$ cat src/rtl/seg7_capture_decoder.sv
// Snoops a multiplexed 7-segment bus and recovers per-digit BCD values.
// Glitches are filtered by a stability counter. Illegal patterns raise a sticky error.

module seg7_digit_slot (
    input  logic       clk,
    input  logic       rst_n,
    input  logic       cap_i,
    input  logic       legal_i,
    input  logic       clr_i,
    input  logic [3:0] val_i,
    input  logic       dp_i,
    output logic [3:0] bcd_o,
    output logic       dp_o,
    output logic       vld_o
);
    logic [3:0] bcd_q;
    logic       dp_q;
    logic       vld_q;

    always_ff @(posedge clk or negedge rst_n) begin
        if (!rst_n) begin
            bcd_q <= 4'd0;
            dp_q  <= 1'b0;
            vld_q <= 1'b0;
        end else begin
            // Value and dp still land on a clr edge; only validity is cleared.
            if (cap_i && legal_i) begin
                bcd_q <= val_i;
                dp_q  <= dp_i;
            end
            if (clr_i)      vld_q <= 1'b0;
            else if (cap_i) vld_q <= legal_i;
        end
    end

    assign bcd_o = bcd_q;
    assign dp_o  = dp_q;
    assign vld_o = vld_q;
endmodule

module seg7_capture_decoder #(
    parameter int NUM_DIGITS    = 4,
    parameter int STABLE_CYCLES = 4,
    parameter int IW            = (NUM_DIGITS > 1) ? $clog2(NUM_DIGITS) : 1
) (
    input  logic                    clk,
    input  logic                    rst_n,
    input  logic [7:0]              seg_in,
    input  logic [NUM_DIGITS-1:0]   an_in,
    input  logic                    clr,
    output logic [4*NUM_DIGITS-1:0] bcd_out,
    output logic [NUM_DIGITS-1:0]   dp_out,
    output logic [NUM_DIGITS-1:0]   digit_valid,
    output logic                    frame_valid,
    output logic                    err,
    output logic [IW-1:0]           err_digit
);
    localparam logic [7:0] CNT_MAX = 8'(STABLE_CYCLES);
    localparam logic [NUM_DIGITS-1:0] ONE = NUM_DIGITS'(1);

    logic [7:0]            seg_q;
    logic [NUM_DIGITS-1:0] an_q;
    logic [7:0]            cnt_q, cnt_d;
    logic [NUM_DIGITS-1:0] mask_q, mask_d, mask_nxt;
    logic                  err_q, err_d;
    logic [IW-1:0]         err_digit_q, err_digit_d;
    logic                  frame_q, frame_d;

    logic                  onehot, match, cap;
    logic [IW-1:0]         idx;
    logic                  dec_legal, dec_blank;
    logic [3:0]            dec_val;

    always_comb begin
        dec_legal = 1'b1;
        dec_blank = 1'b0;
        dec_val   = 4'd0;
        case (seg_in[7:1])
            7'b1111110: dec_val = 4'd0;
            7'b0110000: dec_val = 4'd1;
            7'b1101101: dec_val = 4'd2;
            7'b1111001: dec_val = 4'd3;
            7'b0110011: dec_val = 4'd4;
            7'b1011011: dec_val = 4'd5;
            7'b1011111: dec_val = 4'd6;
            7'b1110000: dec_val = 4'd7;
            7'b1111111: dec_val = 4'd8;
            7'b1111011: dec_val = 4'd9;
            7'b0000000: begin dec_legal = 1'b0; dec_blank = 1'b1; end
            default:    dec_legal = 1'b0;
        endcase
    end

    always_comb begin
        onehot = (an_in != '0) && ((an_in & (an_in - ONE)) == '0);
        match  = ({seg_in, an_in} == {seg_q, an_q}) && onehot;
        // Saturating at CNT_MAX makes the capture fire exactly once per stable window.
        if (!match)                cnt_d = 8'd0;
        else if (cnt_q == CNT_MAX) cnt_d = cnt_q;
        else                       cnt_d = cnt_q + 8'd1;
        cap = match && (cnt_q == CNT_MAX - 8'd1);
        idx = '0;
        for (int i = 0; i < NUM_DIGITS; i++)
            if (an_in[i]) idx = IW'(i);
    end

    always_comb begin
        mask_nxt    = mask_q | ((cap && dec_legal) ? an_in : '0);
        mask_d      = mask_nxt;
        frame_d     = 1'b0;
        err_d       = err_q;
        err_digit_d = err_digit_q;
        if (cap && !dec_legal && !dec_blank) begin
            err_d       = 1'b1;
            err_digit_d = idx;
        end
        if (clr) begin
            mask_d      = '0;
            err_d       = 1'b0;
            err_digit_d = '0;
        end else if (cap && dec_legal && (&mask_nxt)) begin
            mask_d  = '0;
            frame_d = 1'b1;
        end
    end

    always_ff @(posedge clk or negedge rst_n) begin
        if (!rst_n) begin
            seg_q       <= 8'd0;
            an_q        <= '0;
            cnt_q       <= 8'd0;
            mask_q      <= '0;
            err_q       <= 1'b0;
            err_digit_q <= '0;
            frame_q     <= 1'b0;
        end else begin
            seg_q       <= seg_in;
            an_q        <= an_in;
            cnt_q       <= cnt_d;
            mask_q      <= mask_d;
            err_q       <= err_d;
            err_digit_q <= err_digit_d;
            frame_q     <= frame_d;
        end
    end

    for (genvar g = 0; g < NUM_DIGITS; g++) begin : g_slot
        seg7_digit_slot u_slot (
            .clk     (clk),
            .rst_n   (rst_n),
            .cap_i   (cap && an_in[g]),
            .legal_i (dec_legal),
            .clr_i   (clr),
            .val_i   (dec_val),
            .dp_i    (seg_in[0]),
            .bcd_o   (bcd_out[4*g +: 4]),
            .dp_o    (dp_out[g]),
            .vld_o   (digit_valid[g])
        );
    end

    assign frame_valid = frame_q;
    assign err         = err_q;
    assign err_digit   = err_digit_q;
endmodule

$ cat config.mk
export PLATFORM = sky130hd
export DESIGN_NAME = seg7_capture_decoder
export DESIGN_NICKNAME = d
export VERILOG_FILES = /design/src/rtl/seg7_capture_decoder.sv
export SDC_FILE = /design/constraint.sdc
export NUM_CORES = 1
export LEC_CHECK = 0
export CORE_MARGIN = 3
export CORE_UTILIZATION = 35
export DETAILED_ROUTE_END_ITERATION = 8
export MAX_ROUTING_LAYER = met4
export PLACE_DENSITY = 0.66
export SLEW_MARGIN = 20
export SYNTH_ARGS = -nofsm -noshare
export SYNTH_HDL_FRONTEND = slang
export SYNTH_HIERARCHICAL = 1
export SYNTH_SLANG_ARGS = --single-unit
$ cat constraint.sdc
create_clock -name clk -period 3.3 [get_ports clk]
set_input_delay 0.33 -clock clk [delete_from_list [all_inputs] [get_ports clk]]
set_output_delay 0.33 -clock clk [all_outputs]
set_load 0.05 [all_outputs]
==> results.py <==
metrics = {
    "final_layout": {
        "n_antenna_cell": 0,
        "num-fill-cells": 714,
        "drive_gt1_share_pct": 19.4,
        "finish.utilization_pct": 44.5,
        "nNetsFinal": 284,
        "syn_to_final_growth_pct": 22.7,
    },
    "grt": {
        "grt-ovfl-total": 0,
        "grt_pass1_wl_mm": 9.36,
        "grt_max_degree": 39,
        "grt_usage_pct": 14.1,
        "antenna_found_initial": 0,
        "grt_pass1_vias": 1803,
    },
    "cts": {
        "cts-htree-levels": 2,
        "cts.path.max_buffers": 2,
        "clkTransAtPathRegs_ns": 0.10,
        "cts_setup_buffers": 0,
        "cts_buffers": 5,
        "clk_latency_ns": 0.31,
        "cts_num_sinks": 52,
        "cts_hold_repair.buffers": 0,
        "cts_tree": "yes",
        "ctsResizeCount": 0,
        "clockRootBuffer": "clkbuf_8",
    },
    "timing": {
        "fin_crit_sh_pct": 81.6,
        "min_period_ns": 2.69,
        "max_freq_mhz": 371,
        "hold_violations": 0,
        "slew_violations": 0,
        "worstMarginPinSlew_ns": 0.834,
        "final.setup.tns_ns": 0,
        "finalSetupViolCount": 0,
        "slew_headroom_pct": 44.4,
        "finClkSkew_ns": 0.00997,
        "rsz0062_at_grt": "no",
    },
    "detailed_routing": {
        "drt_iter0_drc": 94,
        "wl_per_cell_um": 15.0,
        "drc": 0,
        "wirelength_mm": 5.50,
        "vias": 1842,
        "first_pass_iters": 4,
        "postRouteAntennaNets": 0,
        "viasPerCell": 5.02,
    },
    "setup_path": {
        "crit_chain": "or4_4, nor4b_4, nand3_2, nor3_1, nand2_4, mux2_4",
        "crit-reg2reg-capture": "g_slot[2].u_slot/dp_o",
        "critPathCaptureType": "flip-flop",
        "r2r_start": "cnt_q[3]",
        "critPathKind": "flip-flop to flip-flop",
        "rr_worst_depth": 6,
        "crit_slowest_cell": "or4_4",
        "cp_slowest_stage_delay_ns": 0.56,
        "critPathRequiredTime_ns": 3.50,
        "r2r_slack_ns": 0.61,
        "critPathArrivalTime_ns": 2.89,
        "critPathLaunchType": "flip-flop",
        "path_max_fanout": 9,
    },
    "flow_run": {
        "cap_violations": 0,
    },
    "floorplan": {
        "die-area_mm2": 0.00864,
        "core_mm2": 0.00729,
        "start_util_pct": 36.3,
        "dieHeight_um": 93.0,
        "row_count": 31,
        "die_w_um": 93.0,
        "io_pins": 43,
    },
    "synthesis": {
        "synth_area_leaders": "dfrtp_1, mux2_4, xor2_1, nor2_1, nand2_4",
        "yosys_warnings": 6,
        "async_reset_ff_share_pct": 100,
        "syn_area_mm2": 0.00265,
        "syn_nets": 243,
        "synth_flop_cell": "dfrtp_1",
        "syn_avg_cell_area_um2": 11.7,
        "ys_seq_area_share_pct": 49.2,
        "synth.most_common_cell": "dfrtp_1",
        "synthCells": 226,
        "yosysTopAreaCell": "dfrtp_1",
        "synth_top_cell_area_share_pct": 49.2,
        "synth_seq_cells": 52,
        "synth_cell_types": 53,
        "synth_edf_count": 0,
        "synth_common_cells": "dfrtp_1, nor2_1, mux2_4",
    },
    "pwr": {
        "sequentialPowerShare_pct": 58.0,
        "p_leak_nw": 1.44,
        "powerDensity_mw_per_mm2": 344,
        "comb_power_share_pct": 8.3,
        "p_int_mw": 0.835,
        "vdd_drop_max_v": 0.000139,
        "pwr-share-clk_pct": 33.8,
        "p_switching_mw": 0.282,
        "switching_share_pct": 25.3,
    },
    "placement": {
        "io_buffers": 42,
        "hpwl_mm": 4.09,
        "gp_congestion": 0.889,
    },
    "run_status": {
        "status": "complete, no violations",
    },
    "min_path": {
        "hold_path.class": "input pin to asynchronous set/reset pin",
    },
}
-- worst max path at each step --
| stage | from | slack (ns) | to |
|---|---|---|---|
| final | cnt_q[3] | 0.61 | g_slot[2].u_slot/dp_o |
| after floorplan | cnt_q[3] | 0.88 | g_slot[2].u_slot/bcd_o[1] |
| after global placement | seg_in[5] | 0.52 | g_slot[2].u_slot/dp_o |
| after global routing | cnt_q[3] | 0.43 | g_slot[2].u_slot/dp_o |
| after detailed placement | seg_in[5] | 0.40 | g_slot[0].u_slot/dp_o |
| after CTS | cnt_q[3] | 0.59 | g_slot[2].u_slot/dp_o |
-- state kept, by name, indices dropped and copies added, names as in the netlist --
signal,cells
mask_q,4
g_slot.u_slot/dp_o,4
cnt_q,8
an_q,4
g_slot.u_slot/bcd_o,16
frame_valid,1
g_slot.u_slot/vld_o,4
seg_q,8
err_digit,2
err,1
-- stage by stage --
stage          power, mW  instances  hold WS (ns)  setup WS [ns]  area [um^2]
2_1_floorplan      0.710        226        0.0344          0.881         2650
3_3_place_gp       0.753        359         0.482          0.519         3150
3_5_place_dp       0.754        359         0.478          0.401         3150
4_1_cts             1.13        367         0.133          0.589         3250
5_1_grt             1.17        367         0.171          0.435         3250
6_report            1.12        367         0.104          0.608         3250
-- per-layer routing --
metal  vias to the layer above  part of all wire [%]  global-route usage (%)
met5                         -                     0                       -
met4                         0                   1.4                    4.40
met3                         7                   4.0                    2.52
met2                        50                    45                    20.4
met1                       906                    49                    20.1
li1                        879                     -                       -
-- critical path, delay by kind of cell (launching register included) --
family / cells / cell delay [ns]
mux: 1 / 0.33
simple gates: 5 / 1.80
flops: 1 / 0.44
-- placed cells by master, fill, tap and decap left out, drive strengths merged, types with 2 or more instances in the layout --
master	netlist	routed
dfrtp	52	52
inv	9	10
clkinv	0	2
o2111ai	4	4
xnor2	5	5
o221ai	2	2
buf	7	6
ha	2	2
clkbuf	6	5
and3	4	4
xor2	15	15
nand2b	4	4
nor4	4	4
nor3	4	4
or2	4	4
a41oi	3	3
o21ai	4	4
a211oi	4	4
a21oi	7	7
nand3	6	6
nand2	11	11
clkdlybuf4s50	0	41
nor4b	3	3
nor2	22	22
and2	4	4
mux2	20	20
-- area by class of cell --
class	count	area (um^2)	area share (%)
tap	99	124	3.82
sequential	52	1300	40.1
clock buffer	5	68.8	2.12
inverter	9	33.8	1.04
timing repair buffer	47	453	13.9
multi-input combinational	152	1240	38.2
clock inverter	3	26.3	0.809
-- power by group through the flow --
stage | Sequential [mW] | Clock (mW) | Combinational, mW
detailed placement | 0.660 | 0 | 0.0936
CTS | 0.647 | 0.390 | 0.0941
global route | 0.648 | 0.418 | 0.105
floorplan | 0.660 | 0 | 0.0507
global placement | 0.660 | 0 | 0.0931
finish | 0.647 | 0.377 | 0.0924
-- logic make-up after synthesis --
group / count (synthesis) / synth area share [%]
compound gates: 33 / 9.79
xor+xnor: 20 / 6.62
fa+ha+maj: 2 / 0.945
buf+inv: 22 / 3.97
flops: 52 / 49.2
mux: 21 / 11.7
simple gates: 76 / 17.8
No activity file was read; power rests on OpenSTA's default activity.
